### src/rtl/uart_rx_param.sv
// ----------------------------------------------------------------------------
// uart_rx_param
//
// Parametrised UART receiver. It supports a configurable data width, parity,
// stop bits and oversampling. Each bit is decided by a 3-sample majority vote
// near mid-bit. Start bits that do not hold low at mid-bit are rejected. The
// receiver flags parity, framing and overrun errors. Each received word is
// handed to the consumer over a valid/ready handshake.
//
// Ports
//   clk          in   system clock
//   reset        in   synchronous, active-high reset
//   rx           in   asynchronous serial line, idle high
//   data_out     out  received word [DATA_BITS-1:0], LSB = first bit on line
//   data_valid   out  data_out and the error flags hold a word
//   data_ready   in   consumer accepts the word on a cycle with data_valid=1
//   parity_err   out  parity mismatch for the held word (0 when PARITY=0)
//   frame_err    out  a stop bit was sampled 0 for the held word
//   overrun_err  out  one-cycle pulse: a completed word was dropped
//   busy         out  receiver is inside a frame (state != IDLE)
//
// Handshake: a word is transferred on every clock edge where data_valid=1
// and data_ready=1. data_valid remains high until that edge. data_out,
// parity_err and frame_err do not change while data_valid=1. data_ready is
// ignored while data_valid=0. If a new word completes on the same edge as a
// transfer, the new word replaces the old one and data_valid stays high.
// If a new word completes while an untransferred word is still held, the
// new word is dropped and overrun_err pulses.
// ----------------------------------------------------------------------------
module uart_rx_param #(
    parameter int CLOCK_FREQ = 100_000_000,
    parameter int BAUD_RATE  = 115200,
    parameter int DATA_BITS  = 8,
    parameter int PARITY     = 0,
    parameter int STOP_BITS  = 1,
    parameter int OVERSAMPLE = 16
) (
    input  logic                 clk,
    input  logic                 reset,
    input  logic                 rx,
    output logic [DATA_BITS-1:0] data_out,
    output logic                 data_valid,
    input  logic                 data_ready,
    output logic                 parity_err,
    output logic                 frame_err,
    output logic                 overrun_err,
    output logic                 busy
);

    localparam int CLKS_PER_TICK = CLOCK_FREQ / (BAUD_RATE * OVERSAMPLE);
    localparam int CW = (CLKS_PER_TICK > 2) ? $clog2(CLKS_PER_TICK) : 1;
    localparam int SW = $clog2(OVERSAMPLE);

    localparam logic [CW-1:0] CLK_LAST  = CW'(CLKS_PER_TICK - 1);
    localparam logic [SW-1:0] SMP_A     = SW'(OVERSAMPLE / 2 - 1);
    localparam logic [SW-1:0] SMP_B     = SW'(OVERSAMPLE / 2);
    localparam logic [SW-1:0] SMP_DEC   = SW'(OVERSAMPLE / 2 + 1);
    localparam logic [SW-1:0] SMP_LAST  = SW'(OVERSAMPLE - 1);
    localparam logic [3:0]    DATA_LAST = 4'(DATA_BITS - 1);
    localparam logic [3:0]    STOP_LAST = 4'(STOP_BITS - 1);

    // Elaboration-time parameter checks
    if (CLKS_PER_TICK < 2) begin : g_bad_tick
        $error("uart_rx_param: CLKS_PER_TICK must be >= 2");
    end
    if (DATA_BITS < 5 || DATA_BITS > 9) begin : g_bad_data
        $error("uart_rx_param: DATA_BITS must be 5..9");
    end
    if (PARITY < 0 || PARITY > 2) begin : g_bad_parity
        $error("uart_rx_param: PARITY must be 0, 1 or 2");
    end
    if (STOP_BITS < 1 || STOP_BITS > 2) begin : g_bad_stop
        $error("uart_rx_param: STOP_BITS must be 1 or 2");
    end
    if (OVERSAMPLE < 8 || (OVERSAMPLE % 2) != 0) begin : g_bad_os
        $error("uart_rx_param: OVERSAMPLE must be even and >= 8");
    end

    typedef enum logic [2:0] {
        S_IDLE   = 3'd0,
        S_START  = 3'd1,
        S_DATA   = 3'd2,
        S_PARITY = 3'd3,
        S_STOP   = 3'd4
    } state_t;

    state_t r_state;
    state_t w_state_next;

    logic                 r_rx_meta;
    logic                 r_rx_sync;
    logic                 r_armed;
    logic [CW-1:0]        r_clk_cnt;
    logic [SW-1:0]        r_smp_cnt;
    logic [3:0]           r_bit_cnt;
    logic                 r_s0;
    logic                 r_s1;
    logic [DATA_BITS-1:0] r_shift;
    logic                 r_par_acc;
    logic                 r_frame_acc;
    logic                 r_commit;
    logic [DATA_BITS-1:0] r_data_out;
    logic                 r_data_valid;
    logic                 r_parity_err;
    logic                 r_frame_err;
    logic                 r_overrun;

    logic w_tick;
    logic w_decide;
    logic w_bit_end;
    logic w_vote;
    logic w_start;
    logic w_par_exp;
    logic w_final_stop;

    assign w_tick    = (r_clk_cnt == CLK_LAST);
    assign w_decide  = w_tick && (r_smp_cnt == SMP_DEC);
    assign w_bit_end = w_tick && (r_smp_cnt == SMP_LAST);
    // The third sample is the live synchronised line at the decision tick
    assign w_vote    = (r_s0 & r_s1) | (r_s0 & r_rx_sync) | (r_s1 & r_rx_sync);
    // r_armed records that the line has been seen high since IDLE was entered.
    // A held break therefore cannot retrigger the receiver.
    assign w_start   = (r_state == S_IDLE) && r_armed && !r_rx_sync;
    assign w_par_exp = (PARITY == 1) ? ~(^r_shift) : (^r_shift);
    assign w_final_stop = (r_state == S_STOP) && w_decide && (r_bit_cnt == STOP_LAST);

    // FSM state register
    always_ff @(posedge clk) begin
        if (reset) begin
            r_state <= S_IDLE;
        end else begin
            r_state <= w_state_next;
        end
    end

    // FSM next state
    always_comb begin
        w_state_next = r_state;
        case (r_state)
            S_IDLE: begin
                if (w_start) w_state_next = S_START;
            end
            S_START: begin
                if (w_decide && w_vote)  w_state_next = S_IDLE;
                else if (w_bit_end)      w_state_next = S_DATA;
            end
            S_DATA: begin
                if (w_bit_end && r_bit_cnt == DATA_LAST)
                    w_state_next = (PARITY != 0) ? S_PARITY : S_STOP;
            end
            S_PARITY: begin
                if (w_bit_end) w_state_next = S_STOP;
            end
            S_STOP: begin
                // Leave at mid-bit so the next start edge is never missed
                if (w_final_stop) w_state_next = S_IDLE;
            end
            default: w_state_next = S_IDLE;
        endcase
    end

    // Datapath: synchroniser, timing counters, sampling, shifting, output
    always_ff @(posedge clk) begin
        if (reset) begin
            r_rx_meta    <= 1'b1;
            r_rx_sync    <= 1'b1;
            r_armed      <= 1'b0;
            r_clk_cnt    <= '0;
            r_smp_cnt    <= '0;
            r_bit_cnt    <= '0;
            r_s0         <= 1'b0;
            r_s1         <= 1'b0;
            r_shift      <= '0;
            r_par_acc    <= 1'b0;
            r_frame_acc  <= 1'b0;
            r_commit     <= 1'b0;
            r_data_out   <= '0;
            r_data_valid <= 1'b0;
            r_parity_err <= 1'b0;
            r_frame_err  <= 1'b0;
            r_overrun    <= 1'b0;
        end else begin
            r_rx_meta <= rx;
            r_rx_sync <= r_rx_meta;

            r_armed <= (r_state == S_IDLE) ? (r_armed | r_rx_sync) : 1'b0;

            // Counters idle at zero, which also clears them on the start edge
            if (r_state == S_IDLE) begin
                r_clk_cnt <= '0;
                r_smp_cnt <= '0;
            end else if (w_tick) begin
                r_clk_cnt <= '0;
                r_smp_cnt <= (r_smp_cnt == SMP_LAST) ? '0 : r_smp_cnt + 1'b1;
            end else begin
                r_clk_cnt <= r_clk_cnt + 1'b1;
            end

            if (w_tick && r_smp_cnt == SMP_A) r_s0 <= r_rx_sync;
            if (w_tick && r_smp_cnt == SMP_B) r_s1 <= r_rx_sync;

            // Bit index restarts whenever the FSM moves to a new field
            if (r_state == S_IDLE) begin
                r_bit_cnt <= '0;
            end else if (w_bit_end) begin
                r_bit_cnt <= (w_state_next != r_state) ? 4'd0 : r_bit_cnt + 4'd1;
            end

            // LSB arrives first, so shifting in at the MSB leaves it at bit 0
            if (r_state == S_DATA && w_decide) begin
                r_shift <= {w_vote, r_shift[DATA_BITS-1:1]};
            end

            if (w_start) begin
                r_par_acc <= 1'b0;
            end else if (r_state == S_PARITY && w_decide) begin
                r_par_acc <= w_vote ^ w_par_exp;
            end

            if (w_start) begin
                r_frame_acc <= 1'b0;
            end else if (r_state == S_STOP && w_decide && !w_vote) begin
                r_frame_acc <= 1'b1;
            end

            // Deliver one cycle after the final stop decision. r_frame_acc
            // then includes that final stop bit.
            r_commit  <= w_final_stop;
            r_overrun <= r_commit && r_data_valid && !data_ready;

            if (r_commit && (!r_data_valid || data_ready)) begin
                r_data_out   <= r_shift;
                r_parity_err <= r_par_acc;
                r_frame_err  <= r_frame_acc;
                r_data_valid <= 1'b1;
            end else if (r_data_valid && data_ready) begin
                r_data_valid <= 1'b0;
            end
        end
    end

    assign data_out    = r_data_out;
    assign data_valid  = r_data_valid;
    assign parity_err  = r_parity_err;
    assign frame_err   = r_frame_err;
    assign overrun_err = r_overrun;
    assign busy        = (r_state != S_IDLE);

endmodule
### config.mk
export PLATFORM = sky130hd
export DESIGN_NAME = uart_rx_param
export DESIGN_NICKNAME = d
export VERILOG_FILES = /design/src/rtl/uart_rx_param.sv
export SDC_FILE = /design/constraint.sdc
export NUM_CORES = 1
export LEC_CHECK = 0
export BUFFER_PORTS_ARGS = -buffer_cell sky130_fd_sc_hd__buf_2
export CAP_MARGIN = 20
export CORE_UTILIZATION = 50
export DETAILED_ROUTE_END_ITERATION = 7
export PLACE_DENSITY_LB_ADDON = 0.15
export SLEW_MARGIN = 0
export SYNTH_ARGS = -nofsm -noshare
export SYNTH_HDL_FRONTEND = slang
export SYNTH_SLANG_ARGS = --single-unit
### constraint.sdc
create_clock -name clk -period 2.16 [get_ports clk]
set_input_delay 0.324 -clock clk [delete_from_list [all_inputs] [get_ports clk]]
set_output_delay 0.324 -clock clk [all_outputs]
set_load 0.02 [all_outputs]
==> out/metrics.csv <==
stage,metric,value,unit
run_status,status,completed,
timing,min_period,1950,ps
timing,finalHoldViolCount,0,
floorplan,die_w,66.1,um
synthesis,synth_ff_type,dfxtp_1,
cts,clkLatencyLatePin,290,ps
global_routing,grt_pass1_wl,6600,um
setup_path,r2r_slack,210,ps
setup_path,crit_fanout,5,
synthesis,avgSynthCellArea,9.55,sq um
synthesis,async_flop_share,0,
detailed_routing,firstDrtPassIters,5,
cts,cts-root-buf,clkbuf_8,
timing,fin_setup_tns,0,ps
min_path,whs_endpoint,r_rx_meta$_SDFF_PP1_,
global_routing,grt_util_all_layers,0.200,
detailed_routing,via_per_inst,5.24,
detailed_routing,drt_iter0_drc,80,
layout,layout.nets,246,
synthesis,synth_most_common_cell,dfxtp_1,
timing,fin_crit_sh,0.903,
setup_path,arrival,2140,ps
floorplan,die_height,66.1,um
synthesis,synth_nets,226,
floorplan,core,3800,sq um
setup_path,cp.required,2350,ps
power,max-vdd-ir-drop,0.458,mV
place,place_congestion,0.831,
synthesis,yosysWarnings,0,
power,power,1.50,mW
power,p_leak,0.932,nW
synthesis,ys_top_cells_by_area,"dfxtp_1 (44%), mux2i_1 (10%), nor2_1 (7.9%)",
synthesis,netlist.area_leader.share,0.439,
cts,cts_buffer_depth,2,
detailed_routing,wirelength,3680,um
floorplan,die_area,4370,sq um
setup_path,start_kind,register,
detailed_routing,via_count,1489,
synthesis,ys_types,41,
min_path,hold_depth,2,
synthesis,ys_top_cells_by_count,"dfxtp_1 (45), nor2_1 (43), mux2i_1 (21)",
synthesis,synth_area,2050,sq um
min_path,worstHoldStart,rx,
floorplan,ios,17,
synthesis,synth_edf_count,0,
timing,slew_violations,0,
global_routing,gr-total-overflow,0,
layout,fin_cells,284,
global_routing,grt_pass1_vias,1470,
synthesis,synth_seq_area_share,0.439,
timing,clock_skew,7.86,ps
timing,slew_headroom,0.685,
cts,htreeDepth,2,
detailed_routing,ant_nets,0,
global_routing,grt_max_degree,27,
synthesis,synth_seq_cells,45,
global_routing,antenna_found_initial,0,
synthesis,synth_area_leader_cell,dfxtp_1,
cts,clock-sinks,45,
setup_path,path_class,reg2reg,
setup_path,timing.rr.start,r_smp_cnt[0]$_SDFFE_PP0P_,
cts,clk_pin_slew,80,ps
place,dp_hpwl,2720,um
floorplan,initial_core_util,0.541,
setup_path,endpoint_kind,register,
layout,diodes,0,
timing,fmax,513,MHz
detailed_routing,routedWlPerCell,13.0,um
place,port_buffers,16,
detailed_routing,drc,0,
timing,rsz0062_at_grt,false,
power,powerDensity,651,nW/um^2
place,dp.cells,276,
timing,worst_pin_slew,471,ps
layout,drive_gt1_frac,0.161,
cts,cts_tree,done,
min_path,min_path_type,in2reg,
floorplan,rows,22,
setup_path,reg2reg_depth,6,
cts,cts_hold_buf,0,
layout,area_growth,12.1,%
timing,finalSetupViolCount,0,
job,max_cap_viol_count,0,
setup_path,reg2reg_to,r_bit_cnt[1]$_SDFFE_PP0P_,
cts,numCtsBuffers,5,
synthesis,synthCells,215,
[final cells by class]
cell class                 count  area [sq um]
clock buffer                   6          72.6
clock inverter                 2          38.8
fill                         338          1500
inverter                      10          37.5
multi-input combinational    153          1080
sequential                    45           901
tap                           48          60.1
timing repair buffer          20           110
[stage by stage]
step	cell area [sq um]	worst slack (ps)	utilization	hold WS, ps
4_1_cts	2300	168	0.605	197
6_report	2300	209	0.606	207
3_3_place_gp	2190	270	0.576	393
2_1_floorplan	2050	475	-	389
3_5_place_dp	2190	182	0.576	395
5_1_grt	2300	25.9	0.606	208
[per-layer routing]
metal | vias up | GRT usage | routed length (um)
met4 | 0 | 0.0824 | 46
met2 | 24 | 0.313 | 1670
li1 | 768 | - | -
met3 | 4 | 0.0517 | 113
met1 | 693 | 0.262 | 1850
met5 | - | 0 | 0
[registers in the layout, summed over array words and instances, names as in the netlist, 3 cells and up]
signal,count
r_bit_cnt,4
data_out,8
r_state,3
r_clk_cnt,6
r_smp_cnt,4
r_shift,8
[kinds of logic (layout without fill, tap and decap cells)]
kind of cell,Yosys count,count (layout),synth area share
xor gates and xnor gates,17,17,0.0792
and+or+nand+nor,85,85,0.226
AOI/OAI and AO/OA,22,22,0.0707
buffers and inverters,17,38,0.0353
adders and majority gates,8,8,0.0475
muxes,21,21,0.102
DFF,45,45,0.439
[power breakdown]
part,leakage [nW],internal [mW],switching [mW]
logic,0.514,0.0120,0.0216
registers,0.363,0.833,0.00368
clock network,0.0554,0.347,0.281
[cell usage in the layout (no fill, tap or decap), types with 2 or more instances in the layout]
cell type | synthesis | routed
a21oi_1 | 9 | 9
nand2_1 | 7 | 7
xnor2_1 | 12 | 12
clkbuf_8 | 0 | 5
ha_1 | 7 | 7
nor2b_1 | 3 | 3
mux2i_1 | 21 | 21
nand2b_1 | 2 | 2
nor3b_1 | 2 | 2
a31oi_1 | 2 | 2
nand3_1 | 4 | 4
or2_2 | 4 | 4
xor2_1 | 4 | 4
o211ai_1 | 2 | 2
o31ai_1 | 2 | 2
inv_1 | 10 | 10
nor2_1 | 43 | 43
nor3_1 | 6 | 6
dfxtp_1 | 45 | 45
buf_2 | 1 | 16
and4_1 | 2 | 2
buf_4 | 2 | 4
[repair_timing]
action | 4_1_cts | 5_1_grt
setup endpoints to repair | 0 | 5
setup buffers | 0 | 0
resized for setup | 0 | 1
[worst max-delay path by stage]
stage	slack, ps	depth (start not counted)	start	to
2_1_floorplan	480	6	r_smp_cnt[0]$_SDFFE_PP0P_	r_bit_cnt[2]$_SDFFE_PP0P_
3_3_place_gp	270	6	r_smp_cnt[0]$_SDFFE_PP0P_	r_shift[7]$_SDFFE_PP0P_
3_5_place_dp	180	6	r_smp_cnt[0]$_SDFFE_PP0P_	r_shift[6]$_SDFFE_PP0P_
4_1_cts	170	6	r_smp_cnt[0]$_SDFFE_PP0P_	r_shift[6]$_SDFFE_PP0P_
5_1_grt	30	6	r_smp_cnt[0]$_SDFFE_PP0P_	r_bit_cnt[0]$_SDFFE_PP0P_
6_report	210	6	r_smp_cnt[0]$_SDFFE_PP0P_	r_bit_cnt[1]$_SDFFE_PP0P_
[critical path, cell delays in order (launching register included)]
cell and delay (ps):
dfxtp_1 410, ha_1 220, nand3_1 210, a2111oi_2 530, a221oi_1 210, o211ai_1 170
a21oi_1 100
No activity file was read; power rests on OpenSTA's default activity.
